`config.mk`:
```
export PLATFORM = sky130hd
export DESIGN_NAME = bcd_display_scanner
export DESIGN_NICKNAME = d
export VERILOG_FILES = /design/src/rtl/bcd_display_scanner.sv
export SDC_FILE = /design/constraint.sdc
export NUM_CORES = 1
export LEC_CHECK = 0
export ABC_AREA = 1
export BUFFER_PORTS_ARGS = -buffer_cell sky130_fd_sc_hd__buf_2
export CAP_MARGIN = 25
export CELL_PAD_IN_SITES_DETAIL_PLACEMENT = 0
export CELL_PAD_IN_SITES_GLOBAL_PLACEMENT = 1
export CORE_ASPECT_RATIO = 1.5
export CORE_MARGIN = 4
export CORE_UTILIZATION = 43
export DETAILED_ROUTE_END_ITERATION = 12
export GPL_ROUTABILITY_DRIVEN = 0
export PLACE_DENSITY = 0.9
export SYNTH_ARGS = -nofsm -noshare
export SYNTH_HDL_FRONTEND = slang
export SYNTH_SLANG_ARGS = --single-unit
```
`constraint.sdc`:
```
create_clock -name clk -period 2.6 [get_ports clk]
set_input_delay 0.39 -clock clk [delete_from_list [all_inputs] [get_ports clk]]
set_output_delay 0.39 -clock clk [all_outputs]
set_load 0.02 [all_outputs]
```
`src/rtl/bcd_display_scanner.sv`:
```
// Time-multiplexed BCD display scanner: frame-synchronised value capture,
// one digit nibble per slot, guarded one-hot digit enables, leading-zero blanking.
module bcd_display_scanner #(
  parameter int unsigned NUM_DIGITS  = 4,
  parameter int unsigned REFRESH_DIV = 50000,
  parameter int unsigned GUARD       = 2
) (
  input  logic                    clk,
  input  logic                    rst_n,
  input  logic                    enable,
  input  logic                    load,
  input  logic [4*NUM_DIGITS-1:0] digits_in,
  input  logic                    blank_lz,
  output logic                    b0,
  output logic                    b1,
  output logic                    b2,
  output logic                    b3,
  output logic [NUM_DIGITS-1:0]   digit_en,
  output logic                    frame_start,
  output logic                    pending
);

  localparam int unsigned DW = 4 * NUM_DIGITS;
  localparam int unsigned CW = (REFRESH_DIV > 1) ? $clog2(REFRESH_DIV) : 1;
  localparam int unsigned SW = $clog2(NUM_DIGITS);

  logic [CW-1:0]         cnt, cnt_nxt;
  logic [SW-1:0]         slot, slot_nxt;
  logic [DW-1:0]         disp, disp_nxt;
  logic [DW-1:0]         pend, pend_nxt;
  logic                  pending_nxt;
  logic                  wrap;
  logic [3:0]            nib_q, nib_nxt;
  logic [NUM_DIGITS-1:0] digit_en_nxt;
  logic                  frame_start_nxt;
  logic [NUM_DIGITS-1:0] blanked;
  logic                  tail_zero;

  // State register; outputs are registered from next-state values so they
  // line up with cnt/slot in the same cycle.
  always_ff @(posedge clk or negedge rst_n) begin
    if (!rst_n) begin
      cnt         <= '0;
      slot        <= '0;
      disp        <= '0;
      pend        <= '0;
      pending     <= 1'b0;
      nib_q       <= '0;
      digit_en    <= '0;
      frame_start <= 1'b0;
    end else begin
      cnt         <= cnt_nxt;
      slot        <= slot_nxt;
      disp        <= disp_nxt;
      pend        <= pend_nxt;
      pending     <= pending_nxt;
      nib_q       <= nib_nxt;
      digit_en    <= digit_en_nxt;
      frame_start <= frame_start_nxt;
    end
  end

  // Next-state: prescaler, slot counter and load/transfer of the display value
  always_comb begin
    cnt_nxt     = cnt;
    slot_nxt    = slot;
    disp_nxt    = disp;
    pend_nxt    = pend;
    pending_nxt = pending;
    wrap        = 1'b0;

    if (!enable) begin
      cnt_nxt  = '0;
      slot_nxt = '0;
    end else if (cnt == CW'(REFRESH_DIV - 1)) begin
      cnt_nxt = '0;
      if (slot == SW'(NUM_DIGITS - 1)) begin
        slot_nxt = '0;
        wrap     = 1'b1;
      end else begin
        slot_nxt = slot + SW'(1);
      end
    end else begin
      cnt_nxt = cnt + CW'(1);
    end

    if (load) pend_nxt = digits_in;

    // A load on a transfer edge bypasses pend so it is shown in this slot 0
    if ((wrap || !enable) && load) begin
      disp_nxt    = digits_in;
      pending_nxt = 1'b0;
    end else if ((wrap || !enable) && pending) begin
      disp_nxt    = pend;
      pending_nxt = 1'b0;
    end else if (load) begin
      pending_nxt = 1'b1;
    end
  end

  // Leading-zero mask: digit i blanked when it and all higher digits are zero
  always_comb begin
    blanked   = '0;
    tail_zero = 1'b1;
    for (int i = NUM_DIGITS - 1; i >= 1; i--) begin
      tail_zero  = tail_zero && (disp_nxt[4*i +: 4] == 4'd0);
      blanked[i] = blank_lz && tail_zero;
    end
  end

  // Output decode for the upcoming cycle
  always_comb begin
    nib_nxt         = disp_nxt[{slot_nxt, 2'b00} +: 4];
    digit_en_nxt    = '0;
    frame_start_nxt = wrap;
    if (enable && (32'(cnt_nxt) >= GUARD) && !blanked[slot_nxt])
      digit_en_nxt[slot_nxt] = 1'b1;
  end

  assign {b3, b2, b1, b0} = nib_q;

endmodule

```
* Word level (Yosys, flattened, before mapping)
Cells that the tools add are included.
** Word-level totals
- Bits in registers :: 60
- Bits in latches :: 0
- RAM bits :: 0
- Bits in read-only memories :: 0
- Output and inout port bits :: 10
- Word-level logic and storage cells :: 51
- Memories kept :: 0
** Operators by class
- Add/subtract/negate cells :: 2
- Multiply operators :: 0
- Div/mod/pow operators :: 0
- Order comparisons :: 3
- Equality and inequality tests :: 2
- Shift operators :: 1
- Multiplexer cells :: 18
- Bitwise logic cells :: 0
- Reduce and logical (&&, ||, !) cells :: 17
** Operator list (number)
- 16-bit two-way mux :: 4
- 16-bit by 1-bit adder with 16-bit output (second input constant) :: 1
- 16-bit == test (second input constant) :: 1
- 16-bit by 2-bit >= comparator with 1-bit output (second input constant) :: 1
- 16-bit by 5-bit indexed part select with 4-bit output :: 1
- 4-bit logical NOT :: 3
- 1-bit logical AND :: 10
- 1-bit two-way mux :: 8
- 2-bit two-way mux :: 3
- 4-bit two-way mux :: 1
- 2-bit by 3-bit < comparator with 1-bit output (second input constant) :: 1
- 3-bit nonzero test :: 1
- 2-bit by 1-bit adder with 2-bit output (second input constant) :: 1
- 1-bit binary-select mux with 2-bit select :: 1
- 1-bit demux with 2-bit select :: 1
- 2-bit == test (second input constant) :: 1
- 2-bit by 1-bit >= comparator with 1-bit output (second input constant) :: 1
- 1-bit logical NOT :: 2
- 1-bit logical OR :: 1

* Logic depth before layout (Yosys ltp)
- Depth after elaboration :: 17
- Depth in mapped cells :: 18

* Worst setup path before layout
OpenSTA, ideal clock, no wires.
- Path kind :: flip-flop to flip-flop
- Start point :: reg cnt[0]
- End point :: reg digit_en[3]
- Setup time :: 0.123 ns
- Arrival :: 1.844 ns
- Required time :: 2.477 ns
- Path slack :: 0.633 ns
- Stages on the path, launching flop included :: 16
- Buffers on the path :: 1
- Clock period less this slack :: 1.967 ns
- Cells stage by stage :: dfrtp_1 ha_1 nand3_2 nor2_1 nand3_2 nand2_4 nand2_4 buf_6 nand2_2 nand2_2 a21oi_4 nand3_1 nor2_1 nand3_1 nand2_2 nor2_1
** On the way
- Word-level cells in the longest chain between the ends :: 16
- Elaborated cells between the ends (all ways) :: 33
- Those cells by class :: add/sub (1); order compare (3); eq/ne (1); mux (13); reduce/logical (15)
** RTL lines
- from (decl) :: line 27 : logic [CW-1:0] cnt, cnt_nxt;
- from (signal assigned) :: line 52 : cnt <= cnt_nxt;
- branches (longest 15 deep; another with 16-bit by 1-bit adder with 16-bit output)
- 4-bit two-way mux * :: line 116 : if (enable && (32'(cnt_nxt) >= GUARD) && !blanked[slot_nxt])
- net digit_en_nxt[3] :: line 34 : logic [NUM_DIGITS-1:0] digit_en_nxt;
- to (signal assigned) :: line 58 : digit_en <= digit_en_nxt;
- to (decl) :: line 18 : output logic [NUM_DIGITS-1:0] digit_en,
Mark *: on every way through the listed nets, which the timed path passes. The select of a mux whose other input is x is not followed.
A chain may end at the register's enable or synchronous reset.

* Final worst setup path
- Start point :: reg cnt[0]
- End point :: reg digit_en[3]
** On the way
- Elaborated cells between the ends (all ways) :: 33
- Those cells by class :: add/sub (1); order compare (3); eq/ne (1); mux (13); reduce/logical (15)
** RTL lines
- 16-bit == test * :: line 75 : end else if (cnt == CW'(REFRESH_DIV - 1)) begin
- 1-bit two-way mux * :: line 75
- 1-bit two-way mux * :: line 72 : if (!enable) begin
- 1-bit logical OR * :: line 90, 93
- 1-bit logical AND :: line 93 : end else if ((wrap || !enable) && pending) begin
- 16-bit two-way mux :: line 93
- 16-bit two-way mux * :: line 90 : if ((wrap || !enable) && load) begin
- net disp_nxt[7] :: line 29 : logic [DW-1:0] disp, disp_nxt;
- 4-bit logical NOT * :: line 106 : tail_zero = tail_zero && (disp_nxt[4*i +: 4] == 4'd0);
- 1-bit logical AND * :: line 106
- 1-bit logical AND * :: line 107 : blanked[i] = blank_lz && tail_zero;
- 1-bit binary-select mux with 2-bit select * :: line 116
- 1-bit two-way mux (implied by the code) * :: line 116
- 1-bit logical NOT * :: line 116
- 1-bit logical AND * :: line 116
- 4-bit two-way mux * :: line 116
- net digit_en_nxt[3] :: line 34
The timed path passes the listed nets; every way through them passes the cells marked *. The select of a mux whose other input is x is not followed.

==> impl_summary.log <==
INFO  metric run_status = completed
INFO  metric final_layout_size_suffix_gt1_share = approximately 17%
INFO  metric post-route-drc-count = 0
INFO  metric areaGrowthSynthToFinish = 12.93%
INFO  metric cp.arrival = 2.54 ns
INFO  metric die_width = between 70 and 80 µm
INFO  metric dp_cells = 480
INFO  metric route.detailed.vias_per_inst = roughly 5
INFO  metric postLayoutCoreUtil = about half
INFO  metric slowest_stage = dfrtp_1
INFO  metric synthesis.area_per_instance = 7.841 µm²
INFO  metric grt_max_degree = 38
INFO  metric cts_tree = built
INFO  metric cts.root.buffer_cell = clkbuf_8
INFO  metric cts_hold_buf = 0
INFO  metric routed-via-count = 2463
INFO  metric post_cts_resized = 0
INFO  metric finalCritPeriodShare = between 80% and 90%
INFO  metric globalRouteOverflowTotal = 0
INFO  metric timing_max_transition_violations_final = 0
INFO  metric synth_fa_ha_area_share = less than 1%
INFO  metric fin_cells = between 400 and 500
INFO  metric groute.usage.overall = between 15 and 20%
INFO  metric std_cell_rows = 36
INFO  metric cp_cell_sequence = ha_1 -> nand3_2 -> nor2_2 -> nand3_2 -> nand2_4 -> nand2_2 -> buf_4 -> nand3_1 -> nand2_1 -> nor2_1 -> nand3_1 -> nand2_1 -> nand3_1 -> nand2_2 -> nor2_1
INFO  metric synth.area.mux_share = 0%
INFO  metric report.power.total = 2002 µW
INFO  metric min_path_type = in2async
INFO  metric largest_family_of_logic_cells_by_synthesized_area = simple AND/OR/NAND/NOR gates
INFO  metric path_buf_inv = 1
INFO  metric finish.instance_area = 0.003356 mm²
INFO  metric finalSetupViolCount = 0
INFO  metric worstSetupEndpointType = flip-flop
INFO  metric antenna_violations_before_repair = 0
INFO  metric detail_route.wirelength = ~6.5 mm
INFO  metric clock.fmax = roughly 430 MHz
INFO  metric slew_headroom = a little under half
INFO  metric setup_slack_of_the_critical_path_after_layout = about 0.27 ns
INFO  metric post-cts-setup-buffer-count = 0
INFO  metric synth_seq_cells = 60
INFO  metric critPathTopFamily = simple AND/OR/NAND/NOR gates
INFO  metric pre_cts_ws = around 0.28 ns
INFO  metric core-area = around 0.0066 mm²
INFO  metric max_stage_delay = 0.37 ns
INFO  metric drt-initial-drc-count = 84
INFO  metric top_level_ports = 31
INFO  metric dieArea = around 0.0083 mm²
INFO  metric wl_per_cell = between 10 and 15 µm
INFO  metric synth_sequential_area_ratio = about 51%
INFO  metric h_tree_lvl_count = 3
INFO  metric port_buffers = 30
INFO  metric reg2reg_depth = 15
INFO  metric tightestPinTransition = 0.8097 ns
INFO  metric p_per_area = 596.5 mW/mm²
INFO  metric cap_viol_max_count = 0
INFO  metric drt_first_pass_iters = 4
INFO  metric synth-warning-count = 0
INFO  metric period_minus_slack = between 2 and 2.5 ns
INFO  metric timing.critical_path.from_type = flip-flop
INFO  metric crit_cells = 15
INFO  metric timing.critical_path.required = 2.81 ns
INFO  metric floorplan.die.height = around 110 µm
INFO  metric synth_area = about 0.0030 mm²
INFO  metric tritoncts_num_sinks = 60
INFO  metric numCtsBuffers = 9
INFO  metric postSynthCellCount = ~380
INFO  metric timing_worst_setup_path_type = reg2reg
INFO  metric initial_core_util = about 45%
INFO  metric maximum_fanout_along_the_worst_path = 14
INFO  metric critical_path.reg2reg.endpoint = digit_en[3]
INFO  metric synth-compound-area-share = 7.495%
INFO  metric nets = 438
INFO  metric antenna_cells = 0
INFO  metric worst-r2r-setup-slack = roughly 0.27 ns
INFO  metric post_synth_xor_area_fraction = about 1.2%
INFO  metric power.leakage = 0.001818 µW
INFO  metric path_clk_slew = around 0.07 ns
INFO  metric worst_ir_drop_vdd = 260.8 µV
INFO  metric cpMostUsedCell = nand3_1
INFO  metric grt_pass1_vias = between 2k and 2.5k
INFO  metric number_of_routed_nets_with_antenna_violations = 0
INFO  metric clock_latency = 0.32 ns
INFO  metric post_synth_num_cell_types = 33
INFO  metric dpl-instance-area = ~0.0032 mm²
INFO  metric cts-root-to-sink-buffers = 2
INFO  metric wire_length_of_the_first_global_routing_pass = approximately 11 mm
INFO  metric synth_simple_gate_area_share = about 31%
INFO  metric clock-skew-final = ~0.01 ns
INFO  metric synthesis.nets = around 400
INFO  metric worstReg2RegStart = cnt[0]
INFO  metric final_hpwl_from_detailed_placement = a little over 5 mm
INFO  metric timing.final.hold_violations = 0
-- Yosys cell counts (all sizes together) --
master,n,share of area (%)
nand2,114,15
dfrtp,60,51
inv,56,7.1
nor2,49,6.6
nand3,34,6.1
o21ai,17,2.9
a21oi,9,1.9
buf,7,1.6
nor3,6,1.0
clkbuf,3,0.38
nand4,3,0.63
o2111ai,3,0.88
or2,3,0.63
ha,2,0.84
nor4,2,0.42
o211ai,2,0.51
o21bai,2,0.51
xnor2,2,0.59
xor2,2,0.59
a31o,1,0.29
o31ai,1,0.25
o41ai,1,0.29
-- layer usage --
layer  GRT usage [%]  share of wire, %  vias to the layer above
met1           20.47                42                     1128
li1                -                 -                     1258
met5               0                 0                        -
met4           8.500               3.0                        0
met2           30.09                51                       62
met3           3.660               4.1                       15
-- sequential cells by signal, summed over array words and instances (netlist names) --
signal       flops
cnt             16
disp            16
pend            16
digit_en         4
nib_q            4
slot             2
frame_start      1
pending          1
-- report_power, final --
part | internal (µW) | total [µW] | switching, µW
Sequential | 1010 | 1040 | 29.3
Clock | 356 | 689 | 333
Combinational | 91.0 | 274 | 183
Total | 1460 | 2000 | 545
-- cells by family (layout without fill, tap and decap cells) --
| logic type | Yosys count | after routing |
|---|---|---|
| buffers and inverters | 66 | 105 |
| adders and majority gates | 2 | 2 |
| and+or+nand+nor | 211 | 211 |
| xor gates and xnor gates | 4 | 4 |
| AOI/OAI and AO/OA | 36 | 36 |
| DFF | 60 | 60 |
-- area by class of cell --
cell class                 instances  area (µm²)
fill                             652        3266
clock inverter                     3       15.01
inverter                          56       212.7
multi-input combinational        253        1202
tap                               76       95.09
timing repair buffer              35       187.7
clock buffer                      11       141.4
sequential                        60        1501
-- metrics by stage --
stage               hold slack, ns  setup TNS (ns)
floorplan                  0.09441               0
global placement            0.4430               0
detailed placement          0.4537               0
CTS                         0.1825               0
global route                0.2171        -0.02398
finish                      0.1571               0
-- worst max path at each step --
stage	startpoint	endpoint	slack (ns)
finish	cnt[0]	digit_en[3]	0.27
CTS	cnt[0]	digit_en[0]	0.27
floorplan	cnt[0]	digit_en[3]	0.63
global placement	cnt[0]	digit_en[3]	0.36
global route	cnt[0]	digit_en[0]	-0.01
detailed placement	cnt[0]	digit_en[3]	0.28
-- cells in the final DEF, fill, tap and decap left out --
master,count
or2_2,2
inv_1,52
o2111ai_1,3
o41ai_1,1
nor4_1,2
or2_0,1
nand3_2,2
xnor2_1,2
nor3_1,6
nor2_4,1
clkbuf_1,1
inv_2,3
ha_1,2
nand2_2,7
clkbuf_8,10
a21oi_1,8
nor2_2,3
buf_4,5
nand3_1,32
xor2_1,2
o211ai_1,2
nand2_1,105
o21bai_1,2
nand4_1,3
o31ai_1,1
dfrtp_1,60
nand2_4,2
o21ai_1,4
o21ai_0,13
clkinv_2,3
buf_2,30
a21oi_4,1
nor2_1,45
inv_4,1
a31o_2,1
Power figures use the tool's default switching activity.
